===== src/rtl/mem_port_arbiter_if.sv =====
// Requester/memory-side bundle of the unified memory port arbiter.
// The master modport is the arbiter's view; slave is the environment's view.
interface mem_port_arbiter_if;
    logic        i_req;
    logic [31:0] i_addr;
    logic        i_ack;
    logic [31:0] i_rdata;

    logic        d_req;
    logic        d_we;
    logic [3:0]  d_be;
    logic [31:0] d_addr;
    logic [31:0] d_wdata;
    logic        d_ack;
    logic [31:0] d_rdata;

    logic        mem_req;
    logic        mem_we;
    logic [3:0]  mem_be;
    logic [31:0] mem_addr;
    logic [31:0] mem_wdata;
    logic [31:0] mem_rdata;
    logic        mem_ready;

    logic        bus_err;
    logic        busy;

    modport master (
        input  i_req, i_addr,
        input  d_req, d_we, d_be, d_addr, d_wdata,
        input  mem_rdata, mem_ready,
        output i_ack, i_rdata, d_ack, d_rdata,
        output mem_req, mem_we, mem_be, mem_addr, mem_wdata,
        output bus_err, busy
    );

    modport slave (
        output i_req, i_addr,
        output d_req, d_we, d_be, d_addr, d_wdata,
        output mem_rdata, mem_ready,
        input  i_ack, i_rdata, d_ack, d_rdata,
        input  mem_req, mem_we, mem_be, mem_addr, mem_wdata,
        input  bus_err, busy
    );
endinterface


===== src/rtl/mem_port_arbiter.sv =====
// Shares one memory port between instruction fetch and load/store, with data
// priority bounded by a fairness streak and a watchdog on unanswered requests.
module mem_port_arbiter #(
    parameter int MAX_DATA_BURST = 4,
    parameter int TIMEOUT        = 16
) (
    input  logic               clk,
    input  logic               reset,
    mem_port_arbiter_if.master bus
);
    localparam logic [3:0] BURST_LIMIT = 4'(MAX_DATA_BURST);
    localparam logic [7:0] WAIT_LAST   = 8'(TIMEOUT - 1);

    typedef enum logic {IDLE, BUSY} state_t;

    state_t      state_reg;
    logic        owner_d_reg;
    logic [3:0]  streak_reg;
    logic [7:0]  wait_reg;

    logic        i_ack_reg;
    logic [31:0] i_rdata_reg;
    logic        d_ack_reg;
    logic [31:0] d_rdata_reg;
    logic        mem_req_reg;
    logic        mem_we_reg;
    logic [3:0]  mem_be_reg;
    logic [31:0] mem_addr_reg;
    logic [31:0] mem_wdata_reg;
    logic        bus_err_reg;
    logic        busy_reg;

    logic        i_elig;
    logic        d_elig;
    logic        grant_d;
    logic        grant_i;

    // A requester still showing req during its own ack cycle is finishing, not asking again.
    assign i_elig  = bus.i_req & ~i_ack_reg;
    assign d_elig  = bus.d_req & ~d_ack_reg;
    assign grant_d = d_elig & (~i_elig | (streak_reg < BURST_LIMIT));
    assign grant_i = i_elig & ~grant_d;

    always_ff @(posedge clk) begin
        if (!reset) begin
            state_reg     <= IDLE;
            owner_d_reg   <= 1'b0;
            streak_reg    <= 4'd0;
            wait_reg      <= 8'd0;
            i_ack_reg     <= 1'b0;
            i_rdata_reg   <= 32'd0;
            d_ack_reg     <= 1'b0;
            d_rdata_reg   <= 32'd0;
            mem_req_reg   <= 1'b0;
            mem_we_reg    <= 1'b0;
            mem_be_reg    <= 4'd0;
            mem_addr_reg  <= 32'd0;
            mem_wdata_reg <= 32'd0;
            bus_err_reg   <= 1'b0;
            busy_reg      <= 1'b0;
        end else begin
            i_ack_reg   <= 1'b0;
            d_ack_reg   <= 1'b0;
            bus_err_reg <= 1'b0;
            case (state_reg)
                IDLE: begin
                    if (grant_d) begin
                        state_reg     <= BUSY;
                        owner_d_reg   <= 1'b1;
                        streak_reg    <= i_elig ? streak_reg + 4'd1 : streak_reg;
                        mem_req_reg   <= 1'b1;
                        busy_reg      <= 1'b1;
                        mem_we_reg    <= bus.d_we;
                        mem_be_reg    <= bus.d_be;
                        mem_addr_reg  <= bus.d_addr;
                        mem_wdata_reg <= bus.d_wdata;
                    end else if (grant_i) begin
                        state_reg     <= BUSY;
                        owner_d_reg   <= 1'b0;
                        streak_reg    <= 4'd0;
                        mem_req_reg   <= 1'b1;
                        busy_reg      <= 1'b1;
                        mem_we_reg    <= 1'b0;
                        mem_be_reg    <= 4'b1111;
                        mem_addr_reg  <= bus.i_addr;
                        mem_wdata_reg <= 32'd0;
                    end
                end
                BUSY: begin
                    // A ready arriving in the watchdog's final cycle still completes normally.
                    if (bus.mem_ready || (wait_reg == WAIT_LAST)) begin
                        state_reg   <= IDLE;
                        mem_req_reg <= 1'b0;
                        busy_reg    <= 1'b0;
                        wait_reg    <= 8'd0;
                        bus_err_reg <= ~bus.mem_ready;
                        if (owner_d_reg) begin
                            d_ack_reg   <= 1'b1;
                            d_rdata_reg <= bus.mem_ready ? bus.mem_rdata : 32'd0;
                        end else begin
                            i_ack_reg   <= 1'b1;
                            i_rdata_reg <= bus.mem_ready ? bus.mem_rdata : 32'd0;
                        end
                    end else begin
                        wait_reg <= wait_reg + 8'd1;
                    end
                end
                default: state_reg <= IDLE;
            endcase
        end
    end

    assign bus.i_ack     = i_ack_reg;
    assign bus.i_rdata   = i_rdata_reg;
    assign bus.d_ack     = d_ack_reg;
    assign bus.d_rdata   = d_rdata_reg;
    assign bus.mem_req   = mem_req_reg;
    assign bus.mem_we    = mem_we_reg;
    assign bus.mem_be    = mem_be_reg;
    assign bus.mem_addr  = mem_addr_reg;
    assign bus.mem_wdata = mem_wdata_reg;
    assign bus.bus_err   = bus_err_reg;
    assign bus.busy      = busy_reg;
endmodule


===== src/flat_wrapper.sv =====
// flat-port wrapper written by rule: the top's interface ports become plain ports
module mem_port_arbiter_flat 
#(
    parameter int MAX_DATA_BURST = 4,
    parameter int TIMEOUT        = 16
)
  (clk, reset, bus_i_req, bus_i_addr, bus_d_req, bus_d_we, bus_d_be, bus_d_addr, bus_d_wdata, bus_mem_rdata, bus_mem_ready, bus_i_ack, bus_i_rdata, bus_d_ack, bus_d_rdata, bus_mem_req, bus_mem_we, bus_mem_be, bus_mem_addr, bus_mem_wdata, bus_bus_err, bus_busy);
  mem_port_arbiter_if bus_i ();
  input  logic clk;
  input  logic reset;
  input wire logic [$bits(bus_i.i_req)-1:0] bus_i_req;
  input wire logic [$bits(bus_i.i_addr)-1:0] bus_i_addr;
  input wire logic [$bits(bus_i.d_req)-1:0] bus_d_req;
  input wire logic [$bits(bus_i.d_we)-1:0] bus_d_we;
  input wire logic [$bits(bus_i.d_be)-1:0] bus_d_be;
  input wire logic [$bits(bus_i.d_addr)-1:0] bus_d_addr;
  input wire logic [$bits(bus_i.d_wdata)-1:0] bus_d_wdata;
  input wire logic [$bits(bus_i.mem_rdata)-1:0] bus_mem_rdata;
  input wire logic [$bits(bus_i.mem_ready)-1:0] bus_mem_ready;
  output wire logic [$bits(bus_i.i_ack)-1:0] bus_i_ack;
  output wire logic [$bits(bus_i.i_rdata)-1:0] bus_i_rdata;
  output wire logic [$bits(bus_i.d_ack)-1:0] bus_d_ack;
  output wire logic [$bits(bus_i.d_rdata)-1:0] bus_d_rdata;
  output wire logic [$bits(bus_i.mem_req)-1:0] bus_mem_req;
  output wire logic [$bits(bus_i.mem_we)-1:0] bus_mem_we;
  output wire logic [$bits(bus_i.mem_be)-1:0] bus_mem_be;
  output wire logic [$bits(bus_i.mem_addr)-1:0] bus_mem_addr;
  output wire logic [$bits(bus_i.mem_wdata)-1:0] bus_mem_wdata;
  output wire logic [$bits(bus_i.bus_err)-1:0] bus_bus_err;
  output wire logic [$bits(bus_i.busy)-1:0] bus_busy;
  assign bus_i.i_req = bus_i_req;
  assign bus_i.i_addr = bus_i_addr;
  assign bus_i.d_req = bus_d_req;
  assign bus_i.d_we = bus_d_we;
  assign bus_i.d_be = bus_d_be;
  assign bus_i.d_addr = bus_d_addr;
  assign bus_i.d_wdata = bus_d_wdata;
  assign bus_i.mem_rdata = bus_mem_rdata;
  assign bus_i.mem_ready = bus_mem_ready;
  assign bus_i_ack = bus_i.i_ack;
  assign bus_i_rdata = bus_i.i_rdata;
  assign bus_d_ack = bus_i.d_ack;
  assign bus_d_rdata = bus_i.d_rdata;
  assign bus_mem_req = bus_i.mem_req;
  assign bus_mem_we = bus_i.mem_we;
  assign bus_mem_be = bus_i.mem_be;
  assign bus_mem_addr = bus_i.mem_addr;
  assign bus_mem_wdata = bus_i.mem_wdata;
  assign bus_bus_err = bus_i.bus_err;
  assign bus_busy = bus_i.busy;
  mem_port_arbiter #(.MAX_DATA_BURST(MAX_DATA_BURST), .TIMEOUT(TIMEOUT)) u_core (.clk(clk), .reset(reset), .bus(bus_i));
endmodule

===== config.mk =====
export PLATFORM = sky130hd
export DESIGN_NAME = mem_port_arbiter_flat
export DESIGN_NICKNAME = d
export VERILOG_FILES = /design/src/rtl/mem_port_arbiter_if.sv /design/src/rtl/mem_port_arbiter.sv /design/src/flat_wrapper.sv
export SDC_FILE = /design/constraint.sdc
export NUM_CORES = 1
export LEC_CHECK = 0
export BUFFER_PORTS_ARGS = -buffer_cell sky130_fd_sc_hd__buf_2
export CORE_ASPECT_RATIO = 1.25
export CORE_MARGIN = 2
export CORE_UTILIZATION = 46
export DETAILED_ROUTE_END_ITERATION = 10
export PLACE_DENSITY = 0.83
export SETUP_SLACK_MARGIN = 0.15
export SLEW_MARGIN = 5
export SYNTH_ARGS = -nofsm -noshare
export SYNTH_HDL_FRONTEND = slang
export SYNTH_SLANG_ARGS = --single-unit
export TNS_END_PERCENT = 20

===== constraint.sdc =====
create_clock -name clk -period 1.7 [get_ports clk]
set_input_delay 0.17 -clock clk [delete_from_list [all_inputs] [get_ports clk]]
set_output_delay 0.17 -clock clk [all_outputs]
set_load 0.005 [all_outputs]

==> summary.txt, run 1 <==
Routing
  – DR WL/cell: 15.95 µm
  – WL final: approximately 18 mm
  – DR vias: approximately 6000
  – Via-per-instance ratio: 5.299
  – TritonRoute pass-1 iters: 5
  – Residual DRC: 0
  – Initial drt markers: ~280
  – Final ANT Viol Nets: 0

Final layout
  – Number of diodes: 0
  – Layout cells sized above 1: 37.44%
  – Fin util: 69.53%
  – # fillers: ~970
  – Area grow syn2layout: 48.27%
  – Register area: 3030 µm²
  – Commonest non-fill, non-tap cells in the layout: 275 x buf_2, 147 x dfxtp_1, 75 x a21oi_1, 74 x nand2_1, 73 x o21ai_0
  – Final net count: ~1100
  – Post-route cell area: 8417 µm²
  – Commonest non-fill, non-tap cell in the layout: buf_2
  – Area of the multi-input gates: 2422 µm²

Clock network
  – Max Buffers Root-to-Sink: 2
  – H-tree depth: 4
  – Root Buffer: clkbuf_16
  – Clk_lat worst skew: between 0.4 and 0.5 ns
  – CTS tree: built
  – Clock Sinks: ~150
  – Clock slew at reported path FFs: 0.06 ns
  – CTS Buf Count: 17

Synth
  – Post-Syn Instances: 655
  – Seq/Total Area, Yosys: between 50% and 60%
  – Netlist cell types: 40
  – #FFs+latches synth: ~150
  – Synth Warn #: 0
  – Synth Cell Area: 5677 µm²
  – Avg Cell Area, Syn: slightly below 9 µm²
  – Mapped Nets: just under 800

Die
  – Die H: between 100 and 150 µm
  – FP Rows: 45
  – Top Ports: about 280
  – Die width: about 100 µm
  – Core area: about 12000 µm²
  – Die Area: about 13000 µm²
  – Initial Util: a little under half

Worst setup path
  – Worst Path Required: 1.99 ns
  – Crit. End Element: register
  – Setup crit start kind: register
  – CP Class: register to register
  – Arr. time, crit path: approximately 1.8 ns
  – Largest fanout on the critical path: 5
  – Reg2reg path depth: 7

GRT
  – First-pass GRT wire length: roughly 27 mm
  – Largest net degree at the start of global routing: 75
  – Tot GR Track Use: 26.22%
  – Antenna violations before repair: 0
  – Gr ovfl total: 0
  – Vias in the first global route: ~5600

Pwr
  – Logic pwr share: between 10% and 20%
  – Sw Share: 25.59%
  – Switching power total: 2238 µW
  – Clk pwr share: a little over two fifths
  – Cell Pwr Density: about 1000 nW/µm²
  – Leakage: approximately 0.0038 µW
  – Pint: about 6500 µW
  – Final Power: 8743 µW
  – Sequential share of power: a little over two fifths
  – Peak supply drop: 0.6113 mV

STA
  – Worst Slack Setup Final: between 0.1 and 0.15 ns
  – Final slew viol count: 0
  – Fmax: 644.0 MHz
  – Worst-margin pin slew: 0.3723 ns
  – Clk_skew: just over 0.008 ns
  – Final Hold Vio Count: 0
  – Min cycle time layout: approximately 1.6 ns
  – Max-slew headroom: 75.18%
  – RSZ-0062 raised after global routing: yes
  – Setup-failing EPs final: 0
  – Final worst-path cycle share: around nine tenths
  – Setup TNS: 0 ns

Job
  – Max Cap Viol: 0

Worst hold path
  – Cells on Worst Hold Path: 3
  – Worst Hold Class: input pin to register

Placed design
  – Final HPWL DP: approximately 11 mm
  – Placer Congestion: 0.8257
  – Post-placement cell area: 7212 µm²
  – Post-place setup slack: roughly 0.12 ns
  – Port Buffers: roughly 280

Run status
  – Status: finished, final reports clean
==> metrics by stage <==
step,instances,hold slack (ns)
detailed placement,1049,0.3839
CTS,1128,0.00004016
finish,1131,0.01323
global route,1131,0.003835
global placement,1049,0.3802
floorplan,655,0.2955
==> power by group through the flow <==
stage	clock, µW	sequential, µW	combinational [µW]
global placement	0	3900	1020
global route	3960	3850	1290
detailed placement	0	3910	1040
CTS	3800	3830	1150
finish	3730	3830	1180
floorplan	0	3920	493
==> worst max-delay path, stage by stage (launching register included) <==
cell	delay, ns
dfxtp_4	0.36
nor4_4	0.37
a21oi_4	0.11
buf_6	0.15
buf_12	0.12
clkbuf_16	0.15
o21ai_2	0.10
a21oi_1	0.07
==> cells in the mapped netlist (all sizes together) <==
| master | count | area (µm²) |
|---|---|---|
| nor2 | 21 | 81.33 |
| buf | 32 | 175.2 |
| nor3 | 2 | 15.01 |
| nand4b | 1 | 8.760 |
| and3 | 1 | 6.260 |
| nor2b | 1 | 6.260 |
| nor4b | 1 | 8.760 |
| mux2i | 1 | 10.01 |
| and2 | 1 | 6.260 |
| nand3b | 1 | 7.510 |
| o21a | 1 | 7.510 |
| nor4 | 1 | 21.27 |
| inv | 2 | 7.500 |
| or3 | 2 | 12.51 |
| xor2 | 1 | 8.760 |
| o41ai | 1 | 8.760 |
| clkbuf | 32 | 121.4 |
| nand2 | 74 | 277.8 |
| a31oi | 33 | 206.5 |
| nand2b | 5 | 38.78 |
| o21ai | 106 | 534.3 |
| ha | 2 | 25.02 |
| nand3 | 69 | 345.3 |
| a22o | 33 | 289.0 |
| nand4 | 1 | 6.260 |
| a21oi | 77 | 400.4 |
| xnor2 | 2 | 17.52 |
| dfxtp | 151 | 3023 |
==> kinds of logic after synthesis <==
| family | share of synthesized area, % |
|---|---|
| flops | 53.25 |
| compound gates | 25.48 |
| buf+inv | 5.356 |
| simple gates | 14.83 |
| mux | 0.1763 |
| xor+xnor | 0.4629 |
| fa+ha+maj | 0.4407 |
==> final cells by class <==
type | instances | share of cell area (%)
sequential | 151 | 36.00
multi-input combinational | 438 | 28.78
timing repair buffer | 344 | 25.70
clock buffer | 19 | 5.262
tap | 164 | 2.438
clock inverter | 13 | 1.724
inverter | 2 | 0.08919
==> per-layer routing <==
| layer | GRT usage [%] | up-vias | share of wire, % |
|---|---|---|---|
| li1 | - | 2940 | - |
| met4 | 11.22 | 0 | 2.2 |
| met2 | 44.33 | 228 | 51 |
| met5 | 0 | - | 0 |
| met1 | 30.23 | 2796 | 40 |
| met3 | 7.906 | 29 | 6.9 |
==> repair_timing <==
item,4_1_cts,5_1_grt
endpoints found under the hold margin,37,2
hold buffers,38,2
cloned,2,1
pin swaps,5,11
gates resized for setup,13,27
setup buffers,7,0
endpoints found under the setup margin,30,57
==> path summary, 6_finish.rpt <==
kind	startpoint	endpoint	slack (ns)
setup / recovery	u_core.wait_reg[6]$_SDFFE_PN0P_	u_core.bus.d_rdata[11]$_SDFFE_PN0P_	0.15
hold / removal	bus_i_addr[16]	u_core.bus.mem_addr[16]$_SDFFE_PN0P_	0.01
setup reg to reg	u_core.wait_reg[6]$_SDFFE_PN0P_	u_core.bus.d_rdata[11]$_SDFFE_PN0P_	0.15
hold reg to reg	u_core.streak_reg[3]$_SDFFE_PN0P_	u_core.streak_reg[3]$_SDFFE_PN0P_	0.46
(Power assumes the default switching activity.)
==> run 2, diff against run 1 <==
--- a/config.mk
+++ b/config.mk
@@ -11,8 +11,8 @@
 export CORE_UTILIZATION = 46
 export DETAILED_ROUTE_END_ITERATION = 10
 export PLACE_DENSITY = 0.83
-export SETUP_SLACK_MARGIN = 0.15
-export SLEW_MARGIN = 5
+export SETUP_SLACK_MARGIN = 0.1
+export SLEW_MARGIN = 20
 export SYNTH_ARGS = -nofsm -noshare
 export SYNTH_HDL_FRONTEND = slang
 export SYNTH_SLANG_ARGS = --single-unit
==> run 2 against run 1 <==
  * Final area shrank 1.3%
  * Die area is the same
  * Via count shrank 0.85%
  * Hold slack gained 0.0056 ns
  * Largest cell class unchanged
  * Highest routed layer unchanged
==> summary.txt, run 2 (same netlist as run 1, synthesis figures left out) <==
Run status
  – Status: finished, final reports clean

Final layout
  – Final net count: around 1100
  – Register area: slightly above 3000 µm²
  – Area of the multi-input gates: approximately 2400 µm²
  – Post-route cell area: between 8000 and 9000 µm²
  – Fin cells: 1125
  – Commonest non-fill, non-tap cells in the layout: 275 x buf_2, 149 x dfxtp_1, 83 x o21ai_0, 75 x a21oi_1, 74 x nand2_1
  – Number of diodes: 0
  – Area grow syn2layout: 46.35%
  – Commonest non-fill, non-tap cell in the layout: buf_2
  – # fillers: about 1000
  – Layout cells sized above 1: a little over a third
  – Fin util: between 60% and 70%

Routing
  – WL final: about 18 mm
  – Initial drt markers: ~290
  – Final ANT Viol Nets: 0
  – Via-per-instance ratio: about 5.3
  – TritonRoute pass-1 iters: 6
  – Residual DRC: 0
  – DR vias: roughly 5900
  – DR WL/cell: roughly 16 µm

Worst setup path
  – CP max-delay cell: dfxtp_2
  – Arr. time, crit path: 1.88 ns
  – Setup crit start kind: register
  – Worst path cell trace: ha_2, and3_4, a21oi_4, buf_6, buf_16, o21ai_0, a21oi_1
  – Worst Path Required: 2.04 ns
  – Slowest cell delay on critical path: 0.34 ns
  – CP Class: register to register
  – Largest fanout on the critical path: 11
  – Crit. End Element: register

Clock network
  – Clk_lat worst skew: approximately 0.4 ns
  – Clock slew at reported path FFs: about 0.060 ns
  – CTS tree: built
  – H-tree depth: 4
  – Max Buffers Root-to-Sink: 2
  – Root Buffer: clkbuf_16
  – CTS Buf Count: 17
  – Clock Sinks: between 150 and 200

Die
  – FP Rows: 45
  – Die width: just over 100 µm
  – Die Area: 13250 µm²
  – Die H: about 130 µm
  – Top Ports: 276
  – Initial Util: a little under half
  – Core area: about 12000 µm²

Placed design
  – Placer Congestion: between 0.8 and 0.9
  – Port Buffers: between 200 and 300
  – Inst Count DP: about 1000
  – Final HPWL DP: 11.12 mm
  – Post-placement cell area: slightly above 7000 µm²

Pwr
  – Leakage: about 0.0038 µW
  – Sequential share of power: a little over two fifths
  – Cell Pwr Density: ~1000 nW/µm²
  – Final Power: approximately 8700 µW
  – Peak supply drop: 0.5835 mV
  – Pint: roughly 6500 µW
  – Clk pwr share: between 40% and 50%
  – Sw Share: 25.43%
  – Logic pwr share: roughly an eighth
  – Switching power total: approximately 2200 µW

GRT
  – Largest net degree at the start of global routing: 75
  – Tot GR Track Use: between 20 and 30%
  – Met3 Use GR: under 10%
  – Gr busiest metal: met2
  – First-pass GRT wire length: 27.21 mm
  – Vias in the first global route: ~5500
  – Global routing usage on met2: between 40% and 50%
  – GR Util met1: a little under a third
  – Gr ovfl total: 0
  – Antenna violations before repair: 0

STA
  – Final slew viol count: 0
  – Clk_skew: ~0.0077 ns
  – Setup-failing EPs final: 0
  – Final Hold Vio Count: 0
  – Worst-margin pin slew: about 0.35 ns
  – Final worst-path cycle share: 90.49%
  – Setup TNS: 0 ns
  – Max-slew headroom: between 70% and 80%
  – RSZ-0062 raised after global routing: yes
  – Min cycle time layout: 1.538 ns
  – Fmax: 650.0 MHz

Job
  – Max Cap Viol: 0

Worst hold path
  – Worst Hold Class: input pin to register
run 2: final timing paths:
| check | startpoint | slack, ns | cells after the start | endpoint |
|---|---|---|---|---|
| setup / recovery | u_core.wait_reg[0]$_SDFFE_PN0P_ | 0.16 | 7 | u_core.bus.d_rdata[5]$_SDFFE_PN0P_ |
| hold / removal | bus_i_addr[16] | 0.02 | 3 | u_core.bus.mem_addr[16]$_SDFFE_PN0P_ |
| setup reg to reg | u_core.wait_reg[0]$_SDFFE_PN0P_ | 0.16 | 7 | u_core.bus.d_rdata[5]$_SDFFE_PN0P_ |
| hold reg to reg | u_core.streak_reg[3]$_SDFFE_PN0P_ | 0.46 | 2 | u_core.streak_reg[3]$_SDFFE_PN0P_ |
run 2: area by class of cell:
type,count,area share [%]
clock buffer,19,5.331
sequential,151,36.45
inverter,2,0.09036
multi-input combinational,438,28.70
clock inverter,13,1.747
timing repair buffer,338,25.21
tap,164,2.470
run 2: critical path: cells and delay by family (launching register included):
family                     cells  cell delay (ns)
AOI/OAI and AO/OA              3             0.42
adders and majority gates      1             0.19
buffers and inverters          2             0.31
DFF                            1             0.34
and+or+nand+nor                1             0.20
run 2: stage by stage:
stage,setup slack (ns),hold WS [ns]
after floorplan,0.2449,0.2955
after global placement,0.1732,0.3802
after detailed placement,0.1168,0.3839
after CTS,0.09350,0.00004016
after global routing,0.05583,0.003856
final,0.1616,0.01883
run 2: power groups by stage:
| stage | sequential (µW) | clock, µW | combinational (µW) |
|---|---|---|---|
| finish | 3830 | 3720 | 1150 |
| global route | 3850 | 3960 | 1270 |
| CTS | 3830 | 3800 | 1130 |
| detailed placement | 3910 | 0 | 1040 |
| global placement | 3900 | 0 | 1020 |
| floorplan | 3920 | 0 | 493 |
run 2: repair_timing:
action / in CTS / in global routing
hold buffers: 38 / 2
pin swaps: 2 / 13
buffers inserted: 1 / 0
resized for setup: 7 / 11
setup endpoints to repair: 2 / 49
gates cloned: 1 / 2
hold endpoints to repair: 37 / 2
run 2: layer usage:
metal	part of all wire [%]	wire length, µm	vias to the layer above
li1	-	-	2922
met1	40	7096	2749
met2	51	9062	244
met3	7.3	1296	27
met4	2.1	369	0
met5	0	0	-
==> run 3, diff against run 2 <==
--- a/config.mk
+++ b/config.mk
@@ -8,11 +8,10 @@
 export BUFFER_PORTS_ARGS = -buffer_cell sky130_fd_sc_hd__buf_2
 export CORE_ASPECT_RATIO = 1.25
 export CORE_MARGIN = 2
-export CORE_UTILIZATION = 46
+export CORE_UTILIZATION = 45
 export DETAILED_ROUTE_END_ITERATION = 10
-export PLACE_DENSITY = 0.83
+export PLACE_DENSITY = 0.81
 export SETUP_SLACK_MARGIN = 0.1
-export SLEW_MARGIN = 20
 export SYNTH_ARGS = -nofsm -noshare
 export SYNTH_HDL_FRONTEND = slang
 export SYNTH_SLANG_ARGS = --single-unit
==> run 3 against run 2 <==
  * First-iteration DRC count increased by 58%
  * Sequential power about the same
  * Maximum frequency down 1.2%
  * Register-to-register slack worse by 0.02 ns
  * Non-clock buffer count shrank 5
  * Cell count is 0.44% lower
  * Setup slack lost 0.019 ns
  * Hold slack about the same
  * Flip-flop and latch count unchanged
  * Critical path type unchanged
  * Largest cell class unchanged
==> summary.txt, run 3 (same netlist as run 1, synthesis figures left out) <==
STA
  – Max-slew headroom: 55.38%
  – Worst Hold Slack: around 0.019 ns
  – RSZ-0062 raised after global routing: yes
  – Clk_skew: 0.01116 ns
  – Final worst-path cycle share: between 90% and 100%
  – Worst-margin pin slew: 0.6672 ns
  – Min cycle time layout: 1.558 ns
  – Final Hold Vio Count: 0
  – Setup-failing EPs final: 0
  – Fmax: between 600 and 700 MHz
  – Final slew viol count: 0

Clock network
  – Root Buffer: clkbuf_16
  – Clock Sinks: ~150
  – CTS Buf Count: 17
  – Max Buffers Root-to-Sink: 2
  – H-tree depth: 4
  – CTS tree: built
  – Clk_lat worst skew: 0.41 ns
  – Clock slew at reported path FFs: 0.06 ns

Routing
  – Residual DRC: 0
  – DR WL/cell: about 16 µm
  – Initial drt markers: between 400 and 500
  – TritonRoute pass-1 iters: 5
  – Final ANT Viol Nets: 0
  – DR vias: around 6000
  – Via-per-instance ratio: between 5 and 6
  – WL final: 18.26 mm

GRT
  – Vias in the first global route: 5479
  – Tot GR Track Use: between 20% and 30%
  – Gr ovfl total: 0
  – Largest net degree at the start of global routing: 61
  – Antenna violations before repair: 0
  – First-pass GRT wire length: approximately 28 mm

Worst setup path
  – Largest fanout on the critical path: 12
  – Reg2Reg Setup Slack: around 0.14 ns
  – Arr. time, crit path: approximately 1.8 ns
  – CP Class: register to register
  – Crit. End Element: register
  – Setup crit start kind: register
  – Worst Path Required: between 1.5 and 2 ns
  – Reg2reg path depth: 6
  – Reg2reg start: u_core.wait_reg[7]$_SDFFE_PN0P_
  – Worst reg2reg endpoint: u_core.bus.d_rdata[24]$_SDFFE_PN0P_

Worst hold path
  – Cells on Worst Hold Path: 3
  – Worst Hold Class: input pin to register
  – Hold Crit Start: bus_i_addr[16]
  – Worst Hold End: u_core.bus.mem_addr[16]$_SDFFE_PN0P_

Final layout
  – Commonest non-fill, non-tap cells in the layout: 275 x buf_2, 147 x dfxtp_1, 75 x a21oi_1, 74 x nand2_1, 74 x o21ai_0
  – Commonest non-fill, non-tap cell in the layout: buf_2
  – Layout cells sized above 1: a little over a third
  – Area grow syn2layout: 46.57%
  – Final net count: about 1100
  – Fin util: between 60 and 70%
  – Number of diodes: 0

Pwr
  – Cell Pwr Density: 1061 nW/µm²
  – Peak supply drop: roughly 0.59 mV
  – Pint: about 6600 µW
  – Leakage: about 0.0038 µW
  – Clk pwr share: a little over two fifths
  – Switching power total: approximately 2200 µW
  – Logic pwr share: a little over an eighth
  – Sequential share of power: 43.4%
  – Sw Share: ~25%

Die
  – Core area: 12220 µm²
  – Die width: 104.5 µm
  – Initial Util: between 40% and 50%
  – Die Area: between 10000 and 15000 µm²
  – FP Rows: 45
  – Top Ports: approximately 280
  – Die H: between 100 and 150 µm

Placed design
  – Placer Congestion: 0.8521
  – Port Buffers: roughly 280
  – Final HPWL DP: 11.06 mm

Run status
  – Status: finished, final reports clean

Job
  – Max Cap Viol: 0
run 3: changes by cell type in the layout (fill, tap and decap cells not counted), sizes merged:
cell         previous run  this run
dlygate4sd3            40        33
clkbuf                 20        23
clkinvlp                3         1
clkinv                  4         3
inv                     6         7
nor3                    2         3
run 3: timing repair:
action	in CTS	in global routing
pin swaps	1	6
setup endpoints to repair	33	116
setup buffers	0	2
hold buffers	33	0
gates resized for setup	1	26
cloned	1	4
hold endpoints to repair	33	0
run 3: how the worst max path moves through the flow:
stage | slack [ns] | start | cells after the start | to
after CTS | 0.11 | u_core.wait_reg[0]$_SDFFE_PN0P_ | 6 | u_core.bus.d_rdata[24]$_SDFFE_PN0P_
after global routing | 0.06 | u_core.wait_reg[7]$_SDFFE_PN0P_ | 6 | u_core.bus.i_rdata[24]$_SDFFE_PN0P_
after detailed placement | -0.13 | u_core.bus.d_ack$_SDFF_PN0_ | 4 | u_core.bus.mem_wdata[10]$_SDFFE_PN0P_
after floorplan | 0.24 | u_core.wait_reg[0]$_SDFFE_PN0P_ | 6 | u_core.bus.i_rdata[22]$_SDFFE_PN0P_
final | 0.14 | u_core.wait_reg[7]$_SDFFE_PN0P_ | 6 | u_core.bus.d_rdata[24]$_SDFFE_PN0P_
after global placement | -0.06 | u_core.bus.d_ack$_SDFF_PN0_ | 4 | u_core.bus.mem_wdata[7]$_SDFFE_PN0P_
run 3: through the flow:
stage	area, µm²	power (µW)	setup WS (ns)	instances	TNS [ns]
after global routing	8320	9176	0.06369	1120	0
after CTS	8163	8803	0.1091	1114	0
after floorplan	5677	4415	0.2449	655	0
after global placement	7212	4918	-0.06114	1049	-1.960
final	8320	8830	0.1424	1120	0
after detailed placement	7212	4934	-0.1282	1049	-3.115
run 3: final cells by class:
cell class,count,area (µm²)
fillers,1014,3897
flip-flops and latches,151,3028
multi-input cells,439,2401
repair buffers,333,2074
clock buffers,20,466.7
well taps,164,205.2
clock inverters,11,137.6
inverters,2,7.507
run 3: routing by layer:
layer	track usage (%)	part of all wire (%)	up-vias
met2	43.60	50	285
met3	6.891	7.2	29
met1	30.54	41	2743
met4	8.426	1.8	0
li1	-	-	2912
met5	0	0	-
run 3: power by group through the flow:
stage / Combinational, µW / Clock (µW) / Sequential (µW)
finish: 1160 / 3830 / 3830
global route: 1270 / 4050 / 3850
global placement: 1020 / 0 / 3900
CTS: 1100 / 3870 / 3830
detailed placement: 1030 / 0 / 3900
floorplan: 493 / 0 / 3920
run 3: critical path: stages, from the launching register on:
cell	delay [ns]
dfxtp_1	0.34
nor4_4	0.40
a21oi_4	0.10
buf_12	0.16
clkbuf_16	0.17
o21ai_0	0.17
a21oi_1	0.09
